==> src/rtl/exu_alu_sched_pkg.sv <==
// Shared types for the secondary-ALU scheduler: the ALU predecode packet, the
// queued issue entry, and a predicate for branch/jump predecodes.
package swerv_types;

  // ALU predecode packet carried alongside each operand pair.
  typedef struct packed {
    logic valid;
    logic land;
    logic lor;
    logic lxor;
    logic sll;
    logic srl;
    logic sra;
    logic beq;
    logic bne;
    logic blt;
    logic bge;
    logic add;
    logic sub;
    logic slt;
    logic unsign;
    logic jal;
    logic predict_t;
    logic predict_nt;
    logic csr_write;
    logic csr_imm;
  } alu_pkt_t;

  // One queued ALU operation as held in a requester FIFO.
  typedef struct packed {
    logic [31:0] a;
    logic [31:0] b;
    logic [31:1] pc;
    logic [12:1] brimm;
    alu_pkt_t    ap;
  } alu_sched_entry_t;

  // True when the predecode describes a conditional branch or a jump.
  function automatic logic is_branch(alu_pkt_t ap);
    return ap.beq | ap.bne | ap.blt | ap.bge | ap.jal;
  endfunction

endpackage

==> src/rtl/exu_alu_sched_fifo.sv <==
// Per-requester issue FIFO for exu_alu_sched. DEPTH entries (power of 2), registered
// count, flush empties the queue. Push while full and pop while empty are ignored.
module exu_alu_sched_fifo
  import swerv_types::*;
#(
  parameter int unsigned DEPTH = 2
) (
  input  logic                         clk_i,
  input  logic                         rst_i,
  input  logic                         flush_i,
  input  logic                         push_i,
  input  alu_sched_entry_t             wdata_i,
  input  logic                         pop_i,
  output alu_sched_entry_t             head_o,
  output logic [$clog2(DEPTH+1)-1:0]   count_o,
  output logic                         full_o,
  output logic                         empty_o
);

  localparam int unsigned PtrW = $clog2(DEPTH);
  localparam int unsigned CntW = $clog2(DEPTH + 1);

  alu_sched_entry_t mem_q [DEPTH];
  logic [PtrW-1:0]  wr_ptr_q, wr_ptr_d;
  logic [PtrW-1:0]  rd_ptr_q, rd_ptr_d;
  logic [CntW-1:0]  cnt_q, cnt_d;
  logic             push_ok, pop_ok;

  assign full_o  = (cnt_q == CntW'(DEPTH));
  assign empty_o = (cnt_q == '0);
  assign count_o = cnt_q;
  assign head_o  = mem_q[rd_ptr_q];

  assign push_ok = push_i & ~full_o;
  assign pop_ok  = pop_i & ~empty_o;

  // Pointer and occupancy next state; pointers wrap naturally since DEPTH is a power of 2.
  always_comb begin
    wr_ptr_d = wr_ptr_q;
    rd_ptr_d = rd_ptr_q;
    cnt_d    = cnt_q;
    if (flush_i) begin
      wr_ptr_d = '0;
      rd_ptr_d = '0;
      cnt_d    = '0;
    end else begin
      wr_ptr_d = wr_ptr_q + PtrW'(push_ok);
      rd_ptr_d = rd_ptr_q + PtrW'(pop_ok);
      cnt_d    = cnt_q + CntW'(push_ok) - CntW'(pop_ok);
    end
  end

  // State registers and entry storage.
  always_ff @(posedge clk_i or posedge rst_i) begin
    if (rst_i) begin
      wr_ptr_q <= '0;
      rd_ptr_q <= '0;
      cnt_q    <= '0;
      for (int i = 0; i < int'(DEPTH); i++) begin
        mem_q[i] <= '0;
      end
    end else begin
      wr_ptr_q <= wr_ptr_d;
      rd_ptr_q <= rd_ptr_d;
      cnt_q    <= cnt_d;
      if (push_ok && !flush_i) begin
        mem_q[wr_ptr_q] <= wdata_i;
      end
    end
  end

endmodule

==> src/rtl/exu_alu_sched.sv <==
// Shares one exu_alu_ctl datapath between NREQ requesters. Each requester feeds a
// small FIFO; a round-robin arbiter issues one op per cycle and the one-cycle
// in-flight owner receives the ALU result and branch flush.
// Optional: define RV_ALU_SCHED_BR_PRIO_EN to let branch/jump heads beat other heads
// (round-robin still applies inside the winning class).
module exu_alu_sched
  import swerv_types::*;
#(
  parameter int unsigned NREQ  = 2,
  parameter int unsigned DEPTH = 2
) (
  input  logic                       clk,
  input  logic                       rst,
  input  logic                       freeze,
  input  logic                       flush,
  input  logic [NREQ-1:0]            req_valid,
  output logic [NREQ-1:0]            req_ready,
  input  logic [NREQ-1:0][31:0]      req_a,
  input  logic [NREQ-1:0][31:0]      req_b,
  input  logic [NREQ-1:0][31:1]      req_pc,
  input  logic [NREQ-1:0][12:1]      req_brimm,
  input  alu_pkt_t [NREQ-1:0]        req_ap,
  output logic                       alu_valid,
  output logic                       alu_enable,
  output logic [31:0]                alu_a,
  output logic [31:0]                alu_b,
  output logic [31:1]                alu_pc,
  output logic [12:1]                alu_brimm,
  output alu_pkt_t                   alu_ap,
  input  logic [31:0]                alu_out,
  input  logic                       alu_flush_upper,
  output logic [NREQ-1:0]            rsp_valid,
  output logic [31:0]                rsp_data,
  output logic                       rsp_flush
);

  localparam int unsigned IdxW = (NREQ > 1) ? $clog2(NREQ) : 1;
  localparam int unsigned CntW = $clog2(DEPTH + 1);

  alu_sched_entry_t             fifo_wdata [NREQ];
  alu_sched_entry_t             fifo_head  [NREQ];
  logic [NREQ-1:0]              fifo_push, fifo_pop, fifo_full, fifo_empty;
  logic [NREQ-1:0][CntW-1:0]    fifo_count;
  logic                         unused_count;

  logic [IdxW-1:0]              rr_q, rr_d;
  logic                         inf_vld_q, inf_vld_d;
  logic [IdxW-1:0]              owner_q, owner_d;

  logic [NREQ-1:0]              cand;
  logic                         grant_vld;
  logic [IdxW-1:0]              grant_idx;
  int                           idx;
  logic [IdxW-1:0]              idx_l;
  logic                         issue;
  logic                         rsp_fire;
  alu_sched_entry_t             head_sel;

  // Occupancy is only consumed through full/empty.
  assign unused_count = ^fifo_count;

  for (genvar g = 0; g < int'(NREQ); g++) begin : g_req
    assign fifo_wdata[g] = '{a: req_a[g], b: req_b[g], pc: req_pc[g],
                             brimm: req_brimm[g], ap: req_ap[g]};
    // Flush drops the same-cycle enqueue.
    assign fifo_push[g]  = req_valid[g] & req_ready[g] & ~flush;
    assign fifo_pop[g]   = issue & (grant_idx == IdxW'(g));
    assign req_ready[g]  = ~fifo_full[g];

    exu_alu_sched_fifo #(
      .DEPTH (DEPTH)
    ) u_fifo (
      .clk_i   (clk),
      .rst_i   (rst),
      .flush_i (flush),
      .push_i  (fifo_push[g]),
      .wdata_i (fifo_wdata[g]),
      .pop_i   (fifo_pop[g]),
      .head_o  (fifo_head[g]),
      .count_o (fifo_count[g]),
      .full_o  (fifo_full[g]),
      .empty_o (fifo_empty[g])
    );
  end

`ifdef RV_ALU_SCHED_BR_PRIO_EN
  logic [NREQ-1:0] br_head;
`endif

  // Pick the first candidate at or after the RR pointer.
  always_comb begin
    cand = ~fifo_empty;
`ifdef RV_ALU_SCHED_BR_PRIO_EN
    br_head = '0;
    for (int i = 0; i < int'(NREQ); i++) begin
      br_head[i] = cand[i] & is_branch(fifo_head[i].ap);
    end
    if (|br_head) begin
      cand = br_head;
    end
`endif
    grant_vld = 1'b0;
    grant_idx = '0;
    idx       = 0;
    idx_l     = '0;
    for (int off = 0; off < int'(NREQ); off++) begin
      idx = int'(rr_q) + off;
      if (idx >= int'(NREQ)) begin
        idx = idx - int'(NREQ);
      end
      idx_l = IdxW'(idx);
      if (!grant_vld && cand[idx_l]) begin
        grant_vld = 1'b1;
        grant_idx = idx_l;
      end
    end
  end

  assign issue    = grant_vld & ~freeze & ~flush;
  assign head_sel = fifo_head[grant_idx];

  // Issue port; operands forced to 0 when nothing issues.
  always_comb begin
    alu_valid  = issue;
    alu_enable = issue;
    alu_a      = '0;
    alu_b      = '0;
    alu_pc     = '0;
    alu_brimm  = '0;
    alu_ap     = '0;
    if (issue) begin
      alu_a     = head_sel.a;
      alu_b     = head_sel.b;
      alu_pc    = head_sel.pc;
      alu_brimm = head_sel.brimm;
      alu_ap    = head_sel.ap;
    end
  end

  // RR pointer and in-flight owner next state; freeze holds, flush kills in-flight.
  always_comb begin
    rr_d      = rr_q;
    inf_vld_d = inf_vld_q;
    owner_d   = owner_q;
    if (issue) begin
      rr_d = (grant_idx == IdxW'(NREQ - 1)) ? '0 : grant_idx + IdxW'(1);
    end
    if (flush) begin
      inf_vld_d = 1'b0;
    end else if (!freeze) begin
      inf_vld_d = issue;
      if (issue) begin
        owner_d = grant_idx;
      end
    end
  end

  // Scheduler state registers.
  always_ff @(posedge clk or posedge rst) begin
    if (rst) begin
      rr_q      <= '0;
      inf_vld_q <= 1'b0;
      owner_q   <= '0;
    end else begin
      rr_q      <= rr_d;
      inf_vld_q <= inf_vld_d;
      owner_q   <= owner_d;
    end
  end

  assign rsp_fire = inf_vld_q & ~freeze & ~flush;

  // Route the ALU result back to the in-flight owner.
  always_comb begin
    rsp_valid = '0;
    rsp_data  = '0;
    rsp_flush = 1'b0;
    if (rsp_fire) begin
      rsp_valid[owner_q] = 1'b1;
      rsp_data           = alu_out;
      rsp_flush          = alu_flush_upper;
    end
  end

endmodule

==> config.mk <==
export PLATFORM = sky130hd
export DESIGN_NAME = exu_alu_sched
export DESIGN_NICKNAME = d
export VERILOG_FILES = /design/src/rtl/exu_alu_sched_pkg.sv /design/src/rtl/exu_alu_sched_fifo.sv /design/src/rtl/exu_alu_sched.sv
export SDC_FILE = /design/constraint.sdc
export NUM_CORES = 1
export LEC_CHECK = 0
export ABC_AREA = 1
export CORE_UTILIZATION = 45
export CTS_CLUSTER_DIAMETER = 30
export CTS_CLUSTER_SIZE = 14
export DETAILED_ROUTE_END_ITERATION = 10
export PLACE_DENSITY = 0.7
export SLEW_MARGIN = 10
export SYNTH_ARGS = -nofsm -noshare
export SYNTH_HDL_FRONTEND = slang
export SYNTH_HIERARCHICAL = 1
export SYNTH_SLANG_ARGS = --single-unit
==> constraint.sdc <==
create_clock -name clk -period 23.1 [get_ports clk]
set_input_delay 4.62 -clock clk [delete_from_list [all_inputs] [get_ports clk]]
set_output_delay 4.62 -clock clk [all_outputs]
set_load 0.005 [all_outputs]
==> results of run 1 <==
[critical path, stage by stage]
cell	delay (ps)
clkdlybuf4s50_1	770
nor2_4	230
buf_4	760
buf_4	710
nand4_1	210
nand2_1	130
clkdlybuf4s50_1	500
[cells by family after synthesis]
| logic type | after synthesis | synth area share (%) |
|---|---|---|
| simple gates | 1994 | 33.6 |
| flops | 519 | 48.8 |
| buf+inv | 360 | 6.48 |
| mux | 254 | 10.8 |
| compound gates | 7 | 0.160 |
| fa+ha+maj | 4 | 0.188 |
[cell type report]
type	instances	share of cell area [%]
Timing Repair Buffer	498	13.8
Clock buffer	181	10.7
Multi-Input combinational cell	2259	33.6
Sequential cell	519	36.6
Clock inverter	53	1.78
Inverter	64	0.746
Antenna cell	15	0.106
Tap cell	765	2.69
[per-layer routing]
layer	GRT usage [%]	wire length, µm	vias up
li1	-	-	11355
met1	40.3	37300	12201
met2	49.1	44400	1222
met3	7.73	8280	227
met4	16.3	4130	14
met5	0	111	-
[how the worst max path moves through the flow]
| stage | start | to | slack [ps] | depth (start not counted) |
|---|---|---|---|---|
| 2_1_floorplan | rst | g_req[0].u_fifo/count_o[0]$_DFF_PP0_ | 11380 | 1 |
| 3_3_place_gp | flush | rsp_data[28] | 10530 | 6 |
| 3_5_place_dp | flush | rsp_data[28] | 10520 | 6 |
| 4_1_cts | flush | rsp_data[28] | 10500 | 6 |
| 5_1_grt | flush | alu_a[8] | 10270 | 8 |
| 6_report | flush | alu_b[1] | 10370 | 7 |
[state kept, by name, summed over array words and instances, names as in the netlist]
register / count
g_req.u_fifo/mem_q: 508
inf_vld_q: 1
g_req.u_fifo/rd_ptr_q: 2
g_req.u_fifo/count_o: 4
g_req.u_fifo/wr_ptr_q: 2
owner_q: 1
rr_q: 1
[power by group]
part	switching [mW]	total (mW)	leakage (nW)	internal (mW)
logic	0.376	0.655	8.77	0.278
registers	0.125	1.28	6.58	1.15
clock network	0.551	1.82	2.18	1.27
[synth_stat cells]
master / instances / area (µm²)
a21oi_1: 2 / 10.0
a21oi_2: 2 / 17.5
buf_1: 33 / 124
buf_2: 136 / 681
buf_4: 20 / 150
buf_6: 17 / 191
clkbuf_1: 90 / 338
dfrtp_1: 519 / 13000
ha_1: 4 / 50.1
inv_1: 61 / 229
inv_2: 3 / 11.3
mux2_2: 254 / 2860
nand2_1: 1165 / 4370
nand2_2: 4 / 25.0
nand3_1: 385 / 1930
nand4_1: 383 / 2400
nor2_1: 54 / 203
nor2_2: 1 / 6.26
o21ai_0: 3 / 15.0
or2_2: 2 / 12.5
==> qor.csv, run 1 <==
metric;value;unit
die_y;245;µm
clock_latency;690;ps
num-fill-cells;4931;
status;finished clean;
grt_antenna_before_repair;21;
postCtsSetupRepairBufs;0;
power_density;106;nW/µm²
hold-path-cell-count;2;
synth-seq-cells;519;
fmax;0.0786;GHz
cts_hold_buf;0;
design_area;35600;µm²
min_to;g_req[0].u_fifo/mem_q[163]$_DFFE_PP0P_;
report.power.total;3.76;mW
cp-start-kind;primary input;
dieArea;60100;µm²
tns;0;ps
syn_inst;3138;
ff_latch_area;13000;µm²
cts_resized;0;
drt_iter0_drc;2241;
hold_class;reg -> reg;
viasPerCell;5.75;
multi_input_area;12000;µm²
finalSetupViolations;0;
grt_usage;31.4;%
grt_start_max_net_pins;131;
finalNetCount;3770;
grt_pass1_wl;146;mm
rsz0062_at_grt;no;
yosysUniqueCellTypes;20;
peakVddDrop;0.0000662;V
dpl_cell_area;31100;µm²
pin_count;459;
worst_pin_slew;1160;ps
placedCellCount;4105;
detailedPlace.worstSlack;10520;ps
cts.reportedPaths.clkPinSlew;40;ps
hold_slack;460;ps
syn2layout_area_growth;33.6;%
cts_root_buf;clkbuf_16;
synth_area;26600;µm²
cts_tree;built;
setup_ws;10370;ps
start_util;45.9;%
fin_crit_sh;55.1;%
core;58000;µm²
ff2ff_path_depth;12;
skew;34.4;ps
drive_above_1_share;14.8;%
critical_path_class;in -> out;
end_kind;primary output;
slew_headroom;22.6;%
ys_seq_area_share;48.8;%
drt-pass1-iter-count;7;
stdcell_count;4354;
fin_util;61.3;%
hold_violations;0;
crit_arrival;8110;ps
fin_crit;12730;ps
cts_buffer_depth;3;
place_congestion;0.855;
dp_hpwl;56.1;mm
synth_area_per_cell;8.48;µm²
ff2ff_setup_slack;19000;ps
drv_slew;0;
portBuffers;458;
drc_errors;0;
cap_violations;0;
grt_pass1_vias;24805;
cp_max_fo;67;
final_common_cell;nand2_1;
wire_per_inst;21.6;µm
r2r-end;g_req[1].u_fifo/mem_q[103]$_DFFE_PP0P_;
wirelength;94.2;mm
r2r_start;g_req[1].u_fifo/count_o[1]$_DFF_PP0_;
cts.sinks;519;
yosysWarnings;6;
num_vias;25019;
h-tree-depth;4;
crit_required;18480;ps
numCtsBuffers;131;
ant_nets;0;
fp.dieW;245;µm
overflow;0;
power_leakage;17.5;nW
final_cell_mix;1163 x nand2_1, 515 x dfrtp_1, 458 x clkdlybuf4s50_1;
min_from;g_req[0].u_fifo/mem_q[163]$_DFFE_PP0P_;
core.rowCount;88;
synth_nets;3435;
No activity file was read; power rests on OpenSTA's default activity.
==> inputs of run 2 (changes only) <==
--- a/config.mk
+++ b/config.mk
@@ -10,7 +10,7 @@
 export CTS_CLUSTER_DIAMETER = 30
 export CTS_CLUSTER_SIZE = 14
 export DETAILED_ROUTE_END_ITERATION = 10
-export PLACE_DENSITY = 0.7
+export PLACE_DENSITY = 0.72
 export SLEW_MARGIN = 10
 export SYNTH_ARGS = -nofsm -noshare
 export SYNTH_HDL_FRONTEND = slang
==> constraint.sdc (replaced) <==
create_clock -name clk -period 11.4 [get_ports clk]
set_input_delay 2.28 -clock clk [delete_from_list [all_inputs] [get_ports clk]]
set_output_delay 2.28 -clock clk [all_outputs]
set_load 0.005 [all_outputs]
==> run 2 against run 1 <==
  * Global-route usage down 0.47 points
  * Setup slack worse by 7500 ps
  * Sequential power up 100%
  * Clock skew down 7.8 ps
  * Non-clock buffer count down 4
  * Final area down 0.85%
  * First-iteration DRC count up 13%
  * Flip-flop and latch count unchanged
  * Core utilization down 0.52 points
  * Clock power up 91%
  * Hold slack better by 2.1 ps
==> qor.csv, run 2 (same netlist as run 1, synthesis figures left out) <==
metric;value;unit;change
cts.sinks;519;;unchanged
detailedPlace.worstSlack;3070;ps;-7450 ps
dieArea;60100;µm²;unchanged
setup_ws;2920;ps;-7460 ps
peakVddDrop;0.000142;V;+110%
worst_pin_slew;1140;ps;-16.7 ps
clock_latency;680;ps;about the same
worstPathCellList;clkdlybuf4s50_1 > nor2_4 > buf_4 > nand2_2 > inv_4 > buf_4 > nand3_1 > nand2_1 > clkdlybuf4s50_1;;
worstSetupPathDepth;9;;+2
h-tree-depth;3;;-1
hold-path-cell-count;2;;unchanged
hold_class;reg -> reg;;
tns;0;ps;unchanged
crit_slowest_cell;inv_4;;
status;finished clean;;
power_density;210;nW/µm²;+99%
r2r-end;g_req[1].u_fifo/mem_q[244]$_DFFE_PP0P_;;
grt_pass1_wl;145;mm;-0.82%
drt_iter0_drc;2536;;+13%
clockPowerShare;47.1;%;-1.5 points
endpoint;alu_ap[1];;
p_int;5.29;mW;+96%
slew_headroom;23.8;%;+1.1 points
fin_crit_sh;74.4;%;
drive_above_1_share;14.4;%;-0.40 points
fin_crit;8480;ps;
core.rowCount;88;;unchanged
drv_slew;0;;unchanged
critPathBufInv;5;;+1
cts_buffer_depth;3;;unchanged
largest-register;g_req.u_fifo/mem_q;;
combPwrFrac;17.8;%;+0.4 points
portBuffers;458;;unchanged
wire_per_inst;21.6;µm;-0.30%
crit_arrival;6200;ps;-1910 ps
power_switching;2.11;mW;+100%
cts_root_buf;clkbuf_16;;
cts.reportedPaths.clkPinSlew;40;ps;about the same
critPathLaunch;flush;;
pin_count;459;;unchanged
power_leakage;17.4;nW;-0.88%
viasPerCell;5.80;;+0.89%
grt_usage;30.9;%;-0.47 points
finalSetupViolations;0;;unchanged
dp_hpwl;56.0;mm;-0.29%
grt_start_max_net_pins;146;;+11%
hold_violations;0;;unchanged
final_cell_mix;1163 x nand2_1, 515 x dfrtp_1, 458 x clkdlybuf4s50_1;;
num_vias;25121;;+0.41%
largest_register_ffs;508;;unchanged
cts_tree;built;;
cap_violations;0;;unchanged
ant_nets;0;;unchanged
cts_hold_buf;0;;unchanged
grt_pass1_vias;25159;;+1.4%
fp.dieW;245;µm;unchanged
drt-pass1-iter-count;8;;+1
cp-start-kind;primary input;;
switching_share;28.5;%;+0.47 points
ff2ff_setup_slack;7240;ps;-11760 ps
final_common_cell;nand2_1;;
ff2ff_path_depth;12;;unchanged
finalNetCount;3753;;-0.45%
cts_resized;0;;unchanged
fmax;0.118;GHz;
crit_family;buffers and inverters;;
critical_path_class;in -> out;;
rsz0062_at_grt;no;;
timing.critical_path.slowest_cell_delay;780;ps;about the same
grt_antenna_before_repair;27;;+29%
core;58000;µm²;unchanged
cp_max_fo;81;;+21%
overflow;0;;unchanged
numCtsBuffers;118;;-9.9%
fin_util;60.8;%;-0.52 points
place_congestion;0.848;;-0.77%
die_y;245;µm;unchanged
start_util;45.9;%;unchanged
drc_errors;0;;unchanged
hold_slack;462;ps;+2.09 ps
skew;26.6;ps;-7.85 ps
report.power.total;7.40;mW;+97%
p_seq_share;35.1;%;+1.1 points
postCtsSetupRepairBufs;0;;unchanged
r2r_start;g_req[1].u_fifo/count_o[1]$_DFF_PP0_;;
wirelength;93.4;mm;-0.79%
crit_required;9120;ps;-9360 ps
syn2layout_area_growth;32.5;%;
end_kind;primary output;;
run 2: cell count changes in the layout (fill, tap and decap cells not counted), moves of 2 or more:
| cell | delta |
|---|---|
| clkbuf_16 | -18 |
| clkbuf_1 | -7 |
| buf_4 | -4 |
| bufinv_16 | +4 |
| diode_2 | +4 |
| clkinvlp_4 | -3 |
| inv_16 | +3 |
| clkinv_16 | +2 |
run 2: per-layer routing:
layer  routed length [µm]  vias to the layer above  share of wire (%)  track usage [%]
met5                  115                        -               0.12                0
met4                 4270                       18                4.6             16.5
met3                 8720                      265                9.3             7.25
met2                44200                     1346                 47             49.0
met1                36200                    12175                 39             39.2
li1                     -                    11317                  -                -
run 2: worst min-delay path by stage:
stage | slack [ps] | startpoint | to
2_1_floorplan | 440 | g_req[0].u_fifo/mem_q[127]$_DFFE_PP0P_ | g_req[0].u_fifo/mem_q[127]$_DFFE_PP0P_
3_3_place_gp | 450 | g_req[1].u_fifo/mem_q[213]$_DFFE_PP0P_ | g_req[1].u_fifo/mem_q[213]$_DFFE_PP0P_
3_5_place_dp | 450 | g_req[0].u_fifo/mem_q[159]$_DFFE_PP0P_ | g_req[0].u_fifo/mem_q[159]$_DFFE_PP0P_
4_1_cts | 470 | g_req[0].u_fifo/mem_q[212]$_DFFE_PP0P_ | g_req[0].u_fifo/mem_q[212]$_DFFE_PP0P_
5_1_grt | 480 | g_req[0].u_fifo/mem_q[183]$_DFFE_PP0P_ | g_req[0].u_fifo/mem_q[183]$_DFFE_PP0P_
6_report | 460 | g_req[1].u_fifo/mem_q[133]$_DFFE_PP0P_ | g_req[1].u_fifo/mem_q[133]$_DFFE_PP0P_
run 2: area by class of cell:
cell class / instances / area, µm²
flip-flops and latches: 519 / 13000
multi-input cells: 2259 / 12000
well taps: 765 / 957
diodes: 19 / 47.5
fillers: 4897 / 22800
clock buffers: 155 / 3320
inverters: 64 / 265
repair buffers: 494 / 4870
clock inverters: 58 / 838
run 2: stage by stage:
| step | instance area [µm²] | instances |
|---|---|---|
| floorplan | 26600 | 3138 |
| global placement | 31000 | 4101 |
| detailed placement | 31000 | 4101 |
| CTS | 35200 | 4314 |
| global route | 35300 | 4331 |
| finish | 35300 | 4333 |
run 2: power groups by stage:
| stage | sequential (mW) | combinational, mW | clock, mW |
|---|---|---|---|
| after floorplan | 2.52 | 0.866 | 0 |
| final | 2.60 | 1.32 | 3.48 |
| after global routing | 2.65 | 1.45 | 3.63 |
| after global placement | 2.59 | 1.28 | 0 |
| after CTS | 2.59 | 1.31 | 3.52 |
| after detailed placement | 2.61 | 1.30 | 0 |
run 2: worst register-to-register path, delay by kind of cell, from the launching register on:
| family | cells | cell delay, ps |
|---|---|---|
| flip-flops | 1 | 440 |
| AND/OR/NAND/NOR | 5 | 730 |
| buffers and inverters | 6 | 2720 |
| AO/OA/AOI/OAI | 1 | 190 |
